File: src/rtl/apb3_pkg.sv
`default_nettype none
// ============================================================================
//  Module      : apb3_pkg
//  Description : Shared state encoding and default widths for the fabric-side
//                APB3 command master.
//  Revision    : 1.0  initial release
// ============================================================================
package apb3_pkg;

    localparam int APB_ADDR_W = 32;
    localparam int APB_DATA_W = 32;

    // Transfer phases of the APB3 initiator
    typedef enum logic [1:0] {
        IDLE   = 2'd0,
        SETUP  = 2'd1,
        ACCESS = 2'd2,
        RESP   = 2'd3
    } apb_state_e;

endpackage
`default_nettype wire

File: src/rtl/apb3_wait_timer.sv
`default_nettype none
// ============================================================================
//  Module      : apb3_wait_timer
//  Description : Counts ACCESS cycles with PREADY low. expired_o flags the
//                wait cycle that is the TIMEOUT_CYCLES-th one in a row, so the
//                master can abort on that same edge. TIMEOUT_CYCLES=0 removes
//                the counter and expired_o never asserts.
//  Revision    : 1.0  initial release
// ============================================================================
module apb3_wait_timer #(
    parameter int TIMEOUT_CYCLES = 256
) (
    input  logic clk_i,
    input  logic rst_ni,
    input  logic clr_i,
    input  logic inc_i,
    output logic expired_o
);

    generate
        if (TIMEOUT_CYCLES > 0) begin : g_timer
            localparam int CW = $clog2(TIMEOUT_CYCLES + 1);

            logic [CW-1:0] cnt_q;
            logic [CW-1:0] cnt_d;

            // Clear has priority so a fresh transfer always starts from zero
            always_comb begin
                cnt_d = cnt_q;
                if (clr_i) begin
                    cnt_d = '0;
                end else if (inc_i) begin
                    cnt_d = cnt_q + CW'(1);
                end
            end

            // Wait-cycle counter register
            always_ff @(posedge clk_i or negedge rst_ni) begin
                if (!rst_ni) begin
                    cnt_q <= '0;
                end else begin
                    cnt_q <= cnt_d;
                end
            end

            // The increment about to happen is the one that reaches the limit
            assign expired_o = inc_i && (cnt_q == CW'(TIMEOUT_CYCLES - 1));
        end else begin : g_no_timer
            assign expired_o = 1'b0;
        end
    endgenerate

endmodule
`default_nettype wire

File: src/rtl/apb3_cmd_master.sv
`default_nettype none
// ============================================================================
//  Module      : apb3_cmd_master
//  Description : Fabric-side APB3 initiator. Turns a valid/ready command into
//                one APB3 transfer and returns read data / error status on a
//                valid/ready response channel, with a bounded wait time.
//  Revision    : 1.0  initial release
// ============================================================================
module apb3_cmd_master
    import apb3_pkg::*;
#(
    parameter int ADDR_WIDTH     = APB_ADDR_W,
    parameter int DATA_WIDTH     = APB_DATA_W,
    parameter int TIMEOUT_CYCLES = 256
) (
    input  logic                  PCLK,
    input  logic                  PRESETN,
    input  logic                  cmd_valid,
    output logic                  cmd_ready,
    input  logic                  cmd_write,
    input  logic [ADDR_WIDTH-1:0] cmd_addr,
    input  logic [DATA_WIDTH-1:0] cmd_wdata,
    output logic                  rsp_valid,
    input  logic                  rsp_ready,
    output logic [DATA_WIDTH-1:0] rsp_rdata,
    output logic                  rsp_err,
    output logic                  rsp_timeout,
    output logic [ADDR_WIDTH-1:0] PADDR,
    output logic                  PSEL,
    output logic                  PENABLE,
    output logic                  PWRITE,
    output logic [DATA_WIDTH-1:0] PWDATA,
    input  logic [DATA_WIDTH-1:0] PRDATA,
    input  logic                  PREADY,
    input  logic                  PSLVERR
);

    apb_state_e            state_q, state_d;
    logic [ADDR_WIDTH-1:0] paddr_q, paddr_d;
    logic                  pwrite_q, pwrite_d;
    logic [DATA_WIDTH-1:0] pwdata_q, pwdata_d;
    logic                  psel_q, psel_d;
    logic                  penable_q, penable_d;
    logic                  cmd_ready_q, cmd_ready_d;
    logic                  rsp_valid_q, rsp_valid_d;
    logic [DATA_WIDTH-1:0] rsp_rdata_q, rsp_rdata_d;
    logic                  rsp_err_q, rsp_err_d;
    logic                  rsp_timeout_q, rsp_timeout_d;

    logic accept;
    logic wait_inc;
    logic wait_expired;

    assign accept   = (state_q == IDLE) && cmd_valid && cmd_ready_q;
    assign wait_inc = (state_q == ACCESS) && !PREADY;

    apb3_wait_timer #(
        .TIMEOUT_CYCLES (TIMEOUT_CYCLES)
    ) u_wait_timer (
        .clk_i     (PCLK),
        .rst_ni    (PRESETN),
        .clr_i     (accept),
        .inc_i     (wait_inc),
        .expired_o (wait_expired)
    );

    // Next state, captured command/response fields and registered outputs
    always_comb begin
        state_d       = state_q;
        paddr_d       = paddr_q;
        pwrite_d      = pwrite_q;
        pwdata_d      = pwdata_q;
        rsp_rdata_d   = rsp_rdata_q;
        rsp_err_d     = rsp_err_q;
        rsp_timeout_d = rsp_timeout_q;

        case (state_q)
            IDLE: begin
                if (accept) begin
                    paddr_d  = cmd_addr;
                    pwrite_d = cmd_write;
                    pwdata_d = cmd_wdata;
                    state_d  = SETUP;
                end
            end
            SETUP: begin
                state_d = ACCESS;
            end
            ACCESS: begin
                // A slave completion beats a timeout landing on the same cycle
                if (PREADY) begin
                    rsp_rdata_d   = pwrite_q ? '0 : PRDATA;
                    rsp_err_d     = PSLVERR;
                    rsp_timeout_d = 1'b0;
                    state_d       = RESP;
                end else if (wait_expired) begin
                    rsp_rdata_d   = '0;
                    rsp_err_d     = 1'b1;
                    rsp_timeout_d = 1'b1;
                    state_d       = RESP;
                end
            end
            RESP: begin
                if (rsp_ready) begin
                    state_d = IDLE;
                end
            end
            default: begin
                state_d = IDLE;
            end
        endcase

        // Handshake/strobe outputs are registered versions of the next state
        psel_d      = (state_d == SETUP) || (state_d == ACCESS);
        penable_d   = (state_d == ACCESS);
        cmd_ready_d = (state_d == IDLE);
        rsp_valid_d = (state_d == RESP);
    end

    // FSM state register
    always_ff @(posedge PCLK or negedge PRESETN) begin
        if (!PRESETN) begin
            state_q <= IDLE;
        end else begin
            state_q <= state_d;
        end
    end

    // Output and captured-data registers; reset drops any transfer in flight
    always_ff @(posedge PCLK or negedge PRESETN) begin
        if (!PRESETN) begin
            paddr_q       <= '0;
            pwrite_q      <= 1'b0;
            pwdata_q      <= '0;
            psel_q        <= 1'b0;
            penable_q     <= 1'b0;
            cmd_ready_q   <= 1'b0;
            rsp_valid_q   <= 1'b0;
            rsp_rdata_q   <= '0;
            rsp_err_q     <= 1'b0;
            rsp_timeout_q <= 1'b0;
        end else begin
            paddr_q       <= paddr_d;
            pwrite_q      <= pwrite_d;
            pwdata_q      <= pwdata_d;
            psel_q        <= psel_d;
            penable_q     <= penable_d;
            cmd_ready_q   <= cmd_ready_d;
            rsp_valid_q   <= rsp_valid_d;
            rsp_rdata_q   <= rsp_rdata_d;
            rsp_err_q     <= rsp_err_d;
            rsp_timeout_q <= rsp_timeout_d;
        end
    end

    assign cmd_ready   = cmd_ready_q;
    assign rsp_valid   = rsp_valid_q;
    assign rsp_rdata   = rsp_rdata_q;
    assign rsp_err     = rsp_err_q;
    assign rsp_timeout = rsp_timeout_q;
    assign PADDR       = paddr_q;
    assign PSEL        = psel_q;
    assign PENABLE     = penable_q;
    assign PWRITE      = pwrite_q;
    assign PWDATA      = pwdata_q;

endmodule
`default_nettype wire

File: config.mk
export PLATFORM = sky130hd
export DESIGN_NAME = apb3_cmd_master
export DESIGN_NICKNAME = d
export VERILOG_FILES = /design/src/rtl/apb3_pkg.sv /design/src/rtl/apb3_wait_timer.sv /design/src/rtl/apb3_cmd_master.sv
export SDC_FILE = /design/constraint.sdc
export NUM_CORES = 1
export LEC_CHECK = 0
export BUFFER_PORTS_ARGS = -buffer_cell sky130_fd_sc_hd__buf_2
export CELL_PAD_IN_SITES_DETAIL_PLACEMENT = 0
export CELL_PAD_IN_SITES_GLOBAL_PLACEMENT = 1
export CORE_UTILIZATION = 32
export DETAILED_ROUTE_END_ITERATION = 8
export PLACE_DENSITY_LB_ADDON = 0.1
export SETUP_SLACK_MARGIN = 0.15
export SLEW_MARGIN = 20
export SYNTH_ARGS = -nofsm -noshare
export SYNTH_HDL_FRONTEND = slang
export SYNTH_HIERARCHICAL = 1
export SYNTH_SLANG_ARGS = --single-unit
File: constraint.sdc
create_clock -name PCLK -period 2.93 [get_ports PCLK]
set_input_delay 0.293 -clock PCLK [delete_from_list [all_inputs] [get_ports PCLK]]
set_output_delay 0.293 -clock PCLK [all_outputs]
set_load 0.02 [all_outputs]
==> out/qor.yml <==
clocking:
  cts_buffer_depth: 2
  cts.repair.resized: 0
  clock-sinks: 114
  clk_latency_ns: 0.40
  clkTransAtPathRegs_ns: 0.05
  post_cts_buffers: 0
  root_buffer: "clkbuf_16"
  cts_buffers: 17
  cts.htree.levels: 4
  cts_hold_buf: 1
  cts_tree: "done"
final_layout:
  final_common_cell: "buf_2"
  layout_common_cells: "buf_2 (204), dfrtp_1 (114), mux2_2 (55), inv_1 (35), nand2_1 (34)"
  fin_nets: 670
  drive_gt1_share_pct: 51.8
  syn_to_final_growth_pct: 38.5
  fin_util_pct: 45.8
  n_antenna_cell: 0
detailed_routing:
  num_vias: 3264
  drt-initial-drc-count: 98
  via_per_inst: 4.32
  routed_wl_mm: 10.5
  antenna_left: 0
  drc: 0
  drt-wirelength-per-cell_um: 13.9
  first_pass_iters: 4
power:
  leakagePower_nw: 3.30
  powerDensity_mw_per_mm2: 1140
  peakVddDrop_mv: 0.434
  p_total_mw: 7.27
floorplan:
  chipHeight_um: 122
  rows: 43
  ios: 206
  die_w_um: 122
  start_util_pct: 33.0
  dieArea_mm2: 0.0149
  core_area_mm2: 0.0140
grt:
  grt_max_degree: 52
  grt_usage_pct: 14.9
  gr-total-overflow: 0
  grt_first_pass_wirelength_mm: 16.8
  grt_antenna_before_repair: 0
  grt_pass1_vias: 3304
yosys:
  synth_cells: 348
  synth_area_per_cell_um2: 13.3
  async_flop_share_pct: 100
  ys_seq_elements: 114
  synth_edf_count: 0
  syn_nets: 456
  yosysUniqueCellTypes: 28
  synthTopCellsByArea: "dfrtp_1 (62%), mux2_2 (13%), mux2i_1 (7.1%)"
  synth_area_mm2: 0.00462
  synth_top_area_share_pct: 61.7
  synth_top_cell_by_area: "dfrtp_1"
  ys_warn_count: 6
  ys.flop_type: "dfrtp_1"
  yosysSeqAreaShare_pct: 61.7
sta:
  maxSlewViolCount: 0
  worst_pin_slew_ns: 0.602
  fin_skew_ns: 0.00646
  hold_viol: 0
  fin_crit_ns: 2.08
  setup_violations: 0
  post-route-period-util_pct: 70.8
  fmax_mhz: 482
  rsz0062_at_grt: "false"
  slew_headroom_pct: 59.9
  setup-tns-final_ns: 0
setup_path:
  end_kind: "flip-flop"
  arrival_ns: 2.36
  worstSetupStartpointType: "flip-flop"
  cp.required_ns: 3.21
  path_class: "reg -> reg"
  cp_max_fo: 5
outcome:
  outcome: "finished clean"
flow_run:
  drv_cap: 0
min_path:
  min_path_type: "in -> reg"
placement:
  dp_hpwl_mm: 7.51
  port_buffers: 205
  gp_congestion: 0.718
## layer usage
layer	GRT usage [%]	vias up	wire, um
li1	-	1588	-
met1	18.0	1514	4560
met2	23.1	146	4700
met3	6.09	16	1040
met4	6.63	0	190
met5	0	-	0
## synth_stat cells, types with 5 or more instances
library cell / n
mux2_2: 55
nand2_1: 34
mux2i_1: 33
a21oi_1: 5
buf_4: 9
inv_1: 35
ha_1: 5
nor2_1: 8
dfrtp_1: 114
or3_1: 5
mux2_1: 10
## layout make-up
class                   count  area (um^2)
clock inverters             4         22.5
multi-input cells         181         1540
flip-flops and latches    114         2850
clock buffers              28          517
well taps                 180          225
fillers                  1363         7590
inverters                  35          131
repair buffers            213         1120
## cells by family (layout without fill, tap and decap cells)
| kind of cell | after synthesis | count (layout) | share of synthesized area (%) |
|---|---|---|---|
| flip-flops | 114 | 114 | 61.7 |
| multiplexers | 98 | 98 | 23.0 |
| AND/OR/NAND/NOR | 62 | 62 | 6.28 |
| buffers and inverters | 53 | 280 | 5.44 |
| AO/OA/AOI/OAI | 12 | 12 | 1.46 |
| adder cells (fa/ha/maj) | 5 | 5 | 1.35 |
| XOR/XNOR | 4 | 4 | 0.758 |
## flip-flops by register name, indices dropped and copies added, names as in the netlist
name	flops
rsp_rdata	32
u_wait_timer/g_timer.cnt_q	9
PENABLE	1
PSEL	1
state_q	2
PWDATA	32
rsp_timeout	1
PADDR	32
rsp_valid	1
cmd_ready	1
rsp_err	1
PWRITE	1
## power breakdown
group,total (mW),internal (mW),switching (mW),leakage [nW]
Combinational,2.76,1.10,1.66,1.59
Sequential,2.66,2.29,0.369,1.45
Clock,1.84,1.19,0.655,0.264
Total,7.27,4.58,2.68,3.30
## final timing paths
kind                                               start         end  slack, ns  cells past startpoint
max                        u_wait_timer/g_timer.cnt_q[0]        PSEL       0.85                      8
max in group asynchronous                        PRESETN   PADDR[25]       1.75                      3
max reg2reg                u_wait_timer/g_timer.cnt_q[0]        PSEL       0.85                      8
min                                        cmd_wdata[28]  PWDATA[28]       0.11                      2
min in group asynchronous                        PRESETN  PWDATA[28]       0.44                      2
min reg2reg                                   PWDATA[22]  PWDATA[22]       0.48                      1
## worst max-delay path: stages, from the launching register on
cell,delay (ns)
dfrtp_1,0.43
ha_1,0.25
nand3_1,0.09
nor2_1,0.05
ha_1,0.17
and2_1,0.15
o21a_2,0.23
or3_1,0.32
ha_1,0.29
## metrics by stage
step / hold slack (ns) / worst slack (ns) / instances / cell area (um^2)
after floorplan: -0.00259 / 0.863 / 348 / 4620
after global placement: 0.339 / 0.895 / 722 / 5850
after detailed placement: 0.341 / 0.857 / 722 / 5850
after CTS: 0.0924 / 0.846 / 755 / 6400
after global routing: 0.0912 / 0.758 / 755 / 6400
final: 0.110 / 0.855 / 755 / 6400
(Power assumes the default switching activity.)
